--- src/rtl/fifo_line_reader.sv ---
// fifo_line_reader: drains the line FIFO into a valid/ready pixel stream,
// hiding FIFO read latency behind a credit-controlled skid buffer.
//
// Ports:
//   CLK, RESET          clock, async active-high reset
//   EN                  1 = fetch from FIFO, 0 = stop fetching and drain
//   FIFO_EMPTY, FIFO_Q  FIFO status and read data (RD_LATENCY after FIFO_RE)
//   FIFO_RE             FIFO read enable, one word per cycle
//   M_VALID/M_READY     output handshake, M_DATA is the skid head word
//   M_SOL, M_EOL        head word is first / last word of a line
//   LINE_CNT            completed lines since reset (wraps)
//   BUSY                controller not idle
module fifo_line_reader #(
    parameter int DW         = 32,
    parameter int RD_LATENCY = 2,
    parameter int SKID_DEPTH = 4,
    parameter int LINE_WORDS = 480
) (
    input  logic          CLK,
    input  logic          RESET,
    input  logic          EN,
    input  logic          FIFO_EMPTY,
    input  logic [DW-1:0] FIFO_Q,
    output logic          FIFO_RE,
    output logic          M_VALID,
    input  logic          M_READY,
    output logic [DW-1:0] M_DATA,
    output logic          M_SOL,
    output logic          M_EOL,
    output logic [15:0]   LINE_CNT,
    output logic          BUSY
);

    localparam int PW = (SKID_DEPTH > 1) ? $clog2(SKID_DEPTH) : 1;
    localparam int CW = $clog2(2 * SKID_DEPTH + 1);
    localparam int IW = (LINE_WORDS > 1) ? $clog2(LINE_WORDS) : 1;

    typedef enum logic [1:0] {
        IDLE,
        RUN,
        DRAIN
    } state_t;

    state_t state, state_nxt;

    logic [RD_LATENCY-1:0] re_pipe;
    logic [DW-1:0]         skid [SKID_DEPTH];
    logic [PW-1:0]         wr_ptr;
    logic [PW-1:0]         rd_ptr;
    logic [CW-1:0]         occ;
    logic [CW-1:0]         inflight;
    logic [IW-1:0]         word_idx;
    logic                  push;
    logic                  pop;
    logic                  pending;
    logic                  credit_ok;
    logic                  head_eol;

    // The tap of the read-enable shadow marks the cycle FIFO_Q is valid.
    assign push      = re_pipe[RD_LATENCY-1];
    assign pop       = M_VALID & M_READY;
    assign pending   = (inflight != '0) | (occ != '0);
    // Every issued read reserves a skid slot, so landing data always fits.
    assign credit_ok = (inflight + occ) < CW'(SKID_DEPTH);
    assign FIFO_RE   = ~RESET & EN & ~FIFO_EMPTY & credit_ok & (state != DRAIN);

    assign head_eol = (word_idx == IW'(LINE_WORDS - 1));
    assign M_VALID  = (occ != '0);
    assign M_DATA   = M_VALID ? skid[rd_ptr] : '0;
    assign M_SOL    = M_VALID & (word_idx == '0);
    assign M_EOL    = M_VALID & head_eol;
    assign BUSY     = (state != IDLE);

    always_ff @(posedge CLK or posedge RESET) begin
        if (RESET) begin
            state    <= IDLE;
            re_pipe  <= '0;
            inflight <= '0;
            occ      <= '0;
            wr_ptr   <= '0;
            rd_ptr   <= '0;
            word_idx <= '0;
            LINE_CNT <= '0;
        end else begin
            state    <= state_nxt;
            re_pipe  <= (re_pipe << 1) | RD_LATENCY'(FIFO_RE);
            inflight <= inflight + CW'(FIFO_RE) - CW'(push);
            occ      <= occ + CW'(push) - CW'(pop);
            if (push) begin
                wr_ptr <= (wr_ptr == PW'(SKID_DEPTH - 1)) ? '0 : wr_ptr + PW'(1);
            end
            if (pop) begin
                rd_ptr <= (rd_ptr == PW'(SKID_DEPTH - 1)) ? '0 : rd_ptr + PW'(1);
                if (head_eol) begin
                    word_idx <= '0;
                    LINE_CNT <= LINE_CNT + 16'd1;
                end else begin
                    word_idx <= word_idx + IW'(1);
                end
            end
        end
    end

    // Storage needs no reset: M_VALID gates everything read from it.
    always_ff @(posedge CLK) begin
        if (push) begin
            skid[wr_ptr] <= FIFO_Q;
        end
    end

    always_comb begin
        state_nxt = state;
        case (state)
            IDLE: begin
                if (EN) state_nxt = RUN;
            end
            RUN: begin
                if (!EN) state_nxt = pending ? DRAIN : IDLE;
            end
            DRAIN: begin
                if (EN)            state_nxt = RUN;
                else if (!pending) state_nxt = IDLE;
            end
            default: state_nxt = IDLE;
        endcase
    end

    skid_no_overflow: assert property (
        @(posedge CLK) disable iff (RESET)
        !(push && !pop && (occ == CW'(SKID_DEPTH)))
    );

endmodule
--- config.mk ---
export PLATFORM = sky130hd
export DESIGN_NAME = fifo_line_reader
export DESIGN_NICKNAME = d
export VERILOG_FILES = /design/src/rtl/fifo_line_reader.sv
export SDC_FILE = /design/constraint.sdc
export NUM_CORES = 1
export LEC_CHECK = 0
export ABC_AREA = 1
export BUFFER_PORTS_ARGS = -buffer_cell sky130_fd_sc_hd__buf_4
export CORE_MARGIN = 10
export CORE_UTILIZATION = 58
export DETAILED_ROUTE_END_ITERATION = 10
export PLACE_DENSITY_LB_ADDON = 0.05
export SLEW_MARGIN = 0
export SYNTH_ARGS = -nofsm -noshare
export SYNTH_HDL_FRONTEND = slang
export SYNTH_SLANG_ARGS = --single-unit
export TNS_END_PERCENT = 1
--- constraint.sdc ---
create_clock -name CLK -period 3.42 [get_ports CLK]
set_input_delay 0.171 -clock CLK [delete_from_list [all_inputs] [get_ports CLK]]
set_output_delay 0.171 -clock CLK [all_outputs]
set_load 0.005 [all_outputs]
==> results.txt, run 1 <==
final setup fails -> 0
Num CTS Buffers -> 17
NumNets Final -> 884
drt pass-1 iters -> 5
clock-pin slew on the worst setup and hold paths -> 0.06 ns
final worst slack -> 0.8512 ns
Total GRT Usage -> 18.99%
floorplan core area -> 12670 sq um
CTS root buf -> clkbuf_16
I/O Pins -> 90
Crit. End Element -> primary output
CP Launch Type -> register
Max Root-Sink Buffers -> 2
Post-Route Utilization -> 72.93%
Tot Pwr -> 6830 uW
post-DP HPWL -> 10.17 mm
Hold Path Class -> input port to register
Max Cap Viol -> 0
VDD IR-drop max -> 0.0004444 V
Bufs and invs on worst path -> 3
Tmin final -> 2.569 ns
Slew HR -> 32.49%
Worst path top cell family by delay -> simple AND/OR/NAND/NOR gates
CTS tree -> done
post-cts resize count -> 0
Placer Congestion -> 0.8285
mapped cell area -> 7522 sq um
Iteration-0 DRC Markers -> 430
worst-path maximum fanout -> 28
most frequent cells in the layout -> 156 x nor2_1, 128 x edfxtp_1, 98 x nand2_1, 98 x buf_4, 54 x o21ai_0
commonest non-fill, non-tap cell in the layout -> nor2_1
Post-Synthesis Cells -> 702
Netlist cell types -> 31
RSZ-0062 raised after global routing -> false
detailed-route DRC error count -> 0
DP Cell Count -> 944
#FFs+latches synth -> 169
final cell count without fillers -> 1010
wire length per cell -> 16.69 um
row cnt -> 41
first-pass GRT wire length -> 27.15 mm
Max stage delay cell, worst path -> nor2_4
Detailed Route WL -> 16.85 mm
Worst Tran Pin Value -> 1.011 ns
outcome -> complete, no violations
most used cell, CP -> buf_4
Area Growth Syn to Fin -> 22.85%
H-tree depth -> 4
initial core utilization -> 59.37%
die height -> 133.9 um
synthesized area per cell -> 10.72 sq um
Ant. Diodes -> 0
fmax -> 0.3893 GHz
CP Class -> register to primary output
sequential-to-total area share from yosys stat -> 64.74%
# clock sinks -> 169
clk_skew -> 0.004800 ns
share of layout cells above drive strength 1 -> 18.38%
DIE AREA -> 17920 sq um
Data required, critical path -> 3.25 ns
initial antenna violation count -> 0
Die Width -> 133.9 um
Synthesized Nets -> 761
fin. max-slew vios -> 0
power density cells -> 739.1 nW/um^2
peak per-stage delay on the critical path -> 0.66 ns
setup TNS -> 0 ns
clk_lat worst skew -> 0.42 ns
vias in the first global route -> 5407
vias per cell -> 5.322
Worst Path Arrival -> 2.40 ns
cells along the critical path -> inv_1 > ha_1 > nand2_1 > nor2_4 > buf_4 > a21oi_1 > buf_4
via count -> 5375
total grt overflow -> 0
# port buffers -> 89
Hold Violations, Final -> 0
P_leak -> 0.003731 uW
period utilization -> 75.11%
largest net degree at the start of global routing -> 67
pre-CTS setup slack -> 1.155 ns
post-route ant nets -> 0
YS warnings -> 0
==> cells by family after synthesis <==
kind of cell,Yosys count,synth area share (%)
simple gates,300,17.00
flops,169,64.74
compound gates,118,7.951
buf+inv,77,4.591
fa+ha+maj,22,3.859
xor+xnor,16,1.863
==> flip-flops by register name (all words and copies together), names as in the netlist <==
signal and count:
inflight 4, state 2, rd_ptr 2, LINE_CNT 16, occ 4, skid 128
wr_ptr 2, re_pipe 2, word_idx 9
==> cell usage after synthesis <==
library cell  count  area share (%)
buf_2             9            0.60
nor2_2            3            0.25
ha_1             20             3.3
nand2_4           1            0.15
clkbuf_1          9            0.45
nand4_1           6            0.50
dfrtp_1          41              14
o21ai_2           1            0.12
inv_1            43             2.1
xnor2_1          10             1.2
nand2_1          98             4.9
nand3_1          14            0.93
buf_4             8            0.80
nor3_1            2            0.13
nand3b_1          2            0.20
nand2_2           4            0.33
edfxtp_1        128              51
nor4_1            2            0.17
o21ai_1          20             1.3
nor2_1          156             7.8
nand4_2           1            0.17
buf_6             2            0.30
or2_2             1           0.083
nand3_2           5            0.67
nor2_4            5            0.75
o21ai_0          54             3.6
xor2_1            6            0.70
a41oi_1           1            0.12
a21oi_1          42             2.8
inv_2             6            0.30
fa_1              2            0.53
==> final cells by class <==
cell class / count / area (sq um)
inverter: 49 / 183.9
timing repair buffer: 132 / 1076
sequential: 169 / 4871
tap: 172 / 215.2
clock inverter: 14 / 153.9
clock buffer: 18 / 429.2
multi-input combinational: 456 / 2312
fill: 910 / 3430
==> worst reg2reg max path: cells and delay by family (launching register included) <==
family,cells,cell delay [ns]
simple gates,2,0.30
fa+ha+maj,4,1.08
buf+inv,3,0.26
xor+xnor,1,0.15
flops,1,0.40
==> path summary, 6_finish.rpt <==
check	from	end	slack, ns	cells after the start
worst min register to register	re_pipe[0]$_DFF_PP0_	re_pipe[1]$_DFF_PP0_	0.36	0
min in group asynchronous	RESET	wr_ptr[0]$_DFFE_PP0P_	0.47	4
max in group asynchronous	RESET	rd_ptr[0]$_DFFE_PP0P_	2.54	4
worst max register to register	occ[2]$_DFF_PP0_	occ[2]$_DFF_PP0_	1.13	10
worst min-delay path	FIFO_EMPTY	re_pipe[0]$_DFF_PP0_	0.04	4
worst max-delay path	occ[2]$_DFF_PP0_	M_DATA[6]	0.85	7
==> what timing repair did <==
item,in CTS,in global routing
hold buffers,34,0
hold endpoints to repair,171,0
buffers inserted,0,0
==> power breakdown <==
part | internal [uW] | leakage [uW] | switching [uW] | total, uW
combinational | 1010 | 0.00177 | 1370 | 2390
sequential | 2410 | 0.00168 | 142 | 2550
clock | 1140 | 0.000282 | 753 | 1890
total | 4560 | 0.00373 | 2270 | 6830
==> routing by layer <==
| metal | wire (um) | up-vias | global-route usage [%] |
|---|---|---|---|
| li1 | - | 2608 | - |
| met1 | 7112 | 2610 | 22.44 |
| met2 | 8709 | 137 | 33.18 |
| met3 | 805 | 20 | 4.668 |
| met4 | 225 | 0 | 6.288 |
| met5 | 0 | - | 0 |
==> metrics by stage <==
step,cell area (sq um),hold WS [ns]
2_1_floorplan,7522,0.2699
3_3_place_gp,8318,0.3339
3_5_place_dp,8318,0.3364
4_1_cts,9241,0.02916
5_1_grt,9241,0.04862
6_report,9241,0.04458
No activity file was read; power rests on OpenSTA's default activity.
==> run 2, diff against run 1 <==
--- a/config.mk
+++ b/config.mk
@@ -5,7 +5,7 @@
 export SDC_FILE = /design/constraint.sdc
 export NUM_CORES = 1
 export LEC_CHECK = 0
-export ABC_AREA = 1
+export ABC_AREA = 0
 export BUFFER_PORTS_ARGS = -buffer_cell sky130_fd_sc_hd__buf_4
 export CORE_MARGIN = 10
 export CORE_UTILIZATION = 58
==> constraint.sdc (replaced) <==
create_clock -name CLK -period 2.5 [get_ports CLK]
set_input_delay 0.125 -clock CLK [delete_from_list [all_inputs] [get_ports CLK]]
set_output_delay 0.125 -clock CLK [all_outputs]
set_load 0.005 [all_outputs]
==> run 2 against run 1 <==
  * The flow now finishes with violations (negative setup slack)
  * Sequential share of layout area grew 0.93 points
  * Total power grew 31%
  * Via count shrank 25%
  * Clock power grew 41%
  * Critical endpoint is now inflight[2]$_DFF_PP0_
  * Largest cell class unchanged
  * Largest power group unchanged
==> results.txt, run 2 <==
vias in the first global route -> 4305 (was 5407)
worst hold start -> M_READY (was FIFO_EMPTY)
CP Class -> register to register (was register to primary output)
first-pass GRT wire length -> 22.49 mm (was 27.15 mm)
post-route ant nets -> 0 (unchanged)
cells along the critical path -> ha_1 > a31oi_2 > mux2_4 > a22oi_2 > a2111oi_4 > ha_2 > inv_1 > fa_1 > xnor2_1 (was inv_1 > ha_1 > nand2_1 > nor2_4 > buf_4 > a21oi_1 > buf_4)
RSZ-0062 raised after global routing -> true (was false)
Worst Tran Pin Value -> 0.5240 ns (was 1.011 ns)
total grt overflow -> 0 (unchanged)
fraction of registers with async set/reset -> 24.26% (unchanged)
top post-synthesis cells by area -> edfxtp_1 54%, dfrtp_1 14%, mux4_2 10% (was edfxtp_1 51%, dfrtp_1 14%, nor2_1 7.8%)
Data required, critical path -> 2.80 ns (was 3.25 ns)
# clock sinks -> 169 (unchanged)
Synthesized Nets -> 480 (was 761)
clk_lat worst skew -> 0.42 ns (about the same)
Area Growth Syn to Fin -> 27.93% (was 22.85%)
final setup fails -> 1 (was 0)
Num CTS Buffers -> 17 (unchanged)
r2r setup slk -> -0.02 ns (was 1.13 ns)
synthesized area per cell -> 16.87 sq um (was 10.72 sq um)
Total GRT Usage -> 17.32% (was 18.99%)
Placer Congestion -> 0.7982 (was 0.8285)
CP Depth -> 9 (was 7)
NumNets Final -> 626 (was 884)
Die Width -> 130.6 um (was 133.9 um)
Tmin final -> 2.516 ns
Worst Hold Path EP -> word_idx[3]$_DFFE_PP0P_ (was re_pipe[0]$_DFF_PP0_)
path depth of the worst reg2reg path -> 9 (was 10)
Clock Power Share -> 29.8% (was 27.7%)
wire length per cell -> 19.01 um (was 16.69 um)
CTS root buf -> clkbuf_16 (unchanged)
P_leak -> 0.003534 uW (was 0.003731 uW)
Max Root-Sink Buffers -> 2 (unchanged)
switch share -> 27.41% (was 33.21%)
floorplan core area -> 12010 sq um (was 12670 sq um)
via count -> 4018 (was 5375)
Detailed Route WL -> 13.80 mm (was 16.85 mm)
most common library cells after synthesis -> 128 x edfxtp_1, 41 x dfrtp_1, 36 x and2_1 (was 156 x nor2_1, 128 x edfxtp_1, 98 x nand2_1)
max reg flops -> 128 (unchanged)
largest net degree at the start of global routing -> 42 (was 67)
power density cells -> 984.7 nW/um^2 (was 739.1 nW/um^2)
Yosys top cell area share -> 54.13% (was 51.10%)
setup TNS -> -0.01553 ns (was 0 ns)
Switch Pwr -> 2452 uW (was 2269 uW)
row cnt -> 40 (was 41)
CP Launch Type -> register (unchanged)
Worst path top cell family by delay -> adder cells (was simple AND/OR/NAND/NOR gates)
most common cell in the netlist -> edfxtp_1 (was nor2_1)
YS warnings -> 0 (unchanged)
Post-Route Utilization -> 75.63% (was 72.93%)
largest register by flop count -> skid (unchanged)
post-DP HPWL -> 8.916 mm (was 10.17 mm)
initial core utilization -> 59.11% (was 59.37%)
Crit. End Element -> register (was primary output)
Bufs and invs on worst path -> 1 (was 3)
Hold Violations, Final -> 0 (unchanged)
Max stage delay cell, worst path -> dfrtp_1 (was nor2_4)
Comb power frac -> 30.4% (was 34.9%)
Hold Path Depth -> 3 (was 4)
peak per-stage delay on the critical path -> 0.38 ns (was 0.66 ns)
period utilization -> 100.6%
vias per cell -> 5.534 (was 5.322)
Max Cap Viol -> 0 (unchanged)
sequential-to-total area share from yosys stat -> 68.58% (was 64.74%)
commonest non-fill, non-tap cell in the layout -> edfxtp_1 (was nor2_1)
internal power -> 6493 uW (was 4562 uW)
final worst slack -> -0.01553 ns (was 0.8512 ns)
die height -> 130.6 um (was 133.9 um)
most frequent cells in the layout -> 128 x edfxtp_1, 103 x buf_4, 39 x dfrtp_1 (was 156 x nor2_1, 128 x edfxtp_1, 98 x nand2_1, 98 x buf_4, 54 x o21ai_0)
initial antenna violation count -> 0 (unchanged)
mapped cell area -> 7101 sq um (was 7522 sq um)
Worst Path Arrival -> 2.82 ns (was 2.40 ns)
worst-path maximum fanout -> 2 (was 28)
CTS tree -> done (unchanged)
H-tree depth -> 4 (unchanged)
Worst R2R Start -> inflight[1]$_DFF_PP0_ (was occ[2]$_DFF_PP0_)
Slew HR -> 65.07% (was 32.49%)
Primary FF master, synth -> edfxtp_1 (unchanged)
Yosys top cell by area -> edfxtp_1 (unchanged)
# port buffers -> 89 (unchanged)
fmax -> 0.3975 GHz
clk_skew -> 0.006455 ns (was 0.004800 ns)
VDD IR-drop max -> 0.0009042 V (was 0.0004444 V)
Iteration-0 DRC Markers -> 245 (was 430)
Post-Synthesis Cells -> 421 (was 702)
I/O Pins -> 90 (unchanged)
drt pass-1 iters -> 4 (was 5)
#FFs+latches synth -> 169 (unchanged)
EDFF count, synth -> 128 (unchanged)
worst reg2reg path endpoint -> inflight[2]$_DFF_PP0_ (was occ[2]$_DFF_PP0_)
Netlist cell types -> 48 (was 31)
share of layout cells above drive strength 1 -> 32.99% (was 18.38%)
Reg power frac -> 39.8% (was 37.4%)
pre-CTS setup slack -> -0.02377 ns (was 1.155 ns)
Hold Path Class -> input port to register (unchanged)
biggest regs -> skid x128, LINE_CNT x16, word_idx x9 (unchanged)
fin. max-slew vios -> 0 (unchanged)
Ant. Diodes -> 0 (unchanged)
clock-pin slew on the worst setup and hold paths -> 0.06 ns (about the same)
worst hold slack -> 0.03909 ns (was 0.04458 ns)
detailed-route DRC error count -> 0 (unchanged)
failing checks -> negative setup slack
outcome -> finished with violations (was complete, no violations)
DIE AREA -> 17070 sq um (was 17920 sq um)
==> run 2: changes by cell type in the layout (fill, tap and decap cells not counted), moves of 6 or more <==
cell     previous run  this run
and2_1              0        32
xor2_1              6        14
mux4_2              0        32
nor2_1            156         7
nand2_1            98        16
inv_1              43        24
o21ai_1            20         0
a21oi_1            42         2
o21ai_0            54         8
nor2_4              6         0
inv_2               6         0
==> run 2: layout make-up <==
| class | count | area (sq um) |
|---|---|---|
| Multi-Input combinational cell | 211 | 2098 |
| Clock inverter | 12 | 176.4 |
| Sequential cell | 169 | 4872 |
| Clock buffer | 19 | 432.9 |
| Tap cell | 147 | 183.9 |
| Inverter | 25 | 96.34 |
| Timing Repair Buffer | 143 | 1224 |
| Fill cell | 724 | 2928 |
==> run 2: logic make-up after synthesis <==
| kind of cell | share of synthesized area, % |
|---|---|
| AO/OA/AOI/OAI | 1.991 |
| XOR/XNOR | 2.837 |
| adder cells (fa/ha/maj) | 4.088 |
| buffers and inverters | 2.502 |
| flip-flops | 68.58 |
| multiplexers | 10.63 |
| AND/OR/NAND/NOR | 9.374 |
==> run 2: how the worst max path moves through the flow <==
stage	start	end
3_5_place_dp	occ[1]$_DFF_PP0_	inflight[2]$_DFF_PP0_
6_report	inflight[1]$_DFF_PP0_	inflight[2]$_DFF_PP0_
3_3_place_gp	occ[1]$_DFF_PP0_	inflight[2]$_DFF_PP0_
5_1_grt	inflight[1]$_DFF_PP0_	inflight[2]$_DFF_PP0_
4_1_cts	occ[1]$_DFF_PP0_	inflight[2]$_DFF_PP0_
2_1_floorplan	inflight[1]$_DFF_PP0_	inflight[2]$_DFF_PP0_
==> run 2: through the flow <==
| step | area [sq um] | cells | power (uW) |
|---|---|---|---|
| global placement | 8068 | 657 | 6144 |
| floorplan | 7107 | 421 | 5115 |
| finish | 9084 | 726 | 8945 |
| CTS | 9027 | 723 | 8927 |
| detailed placement | 8068 | 657 | 6207 |
| global route | 9084 | 726 | 9457 |
==> run 2: power by group through the flow <==
stage	Combinational (uW)	Sequential [uW]	Clock, uW
after global routing	3010	3600	2840
final	2720	3560	2670
after global placement	2540	3600	0
after CTS	2660	3560	2710
after detailed placement	2590	3610	0
after floorplan	1680	3440	0
==> run 2: metal layers <==
layer | track usage [%] | vias up | part of all wire, %
li1 | - | 1890 | -
met1 | 22.12 | 2018 | 43
met2 | 28.13 | 101 | 50
met3 | 4.714 | 9 | 5.2
met4 | 5.952 | 0 | 0.96
met5 | 0 | - | 0
==> run 2: tightest hold or removal path, delay by kind of cell <==
family	cells	cell delay (ns)
compound gates	1	0.07
buf+inv	1	0.14
simple gates	1	0.08
==> run 2: repair_timing <==
item	in CTS	in global routing
endpoints found under the setup margin	2	4
gates resized for setup	0	6
pin swaps	1	5
hold endpoints to repair	172	0
buffers inserted	0	3
hold buffers	35	0
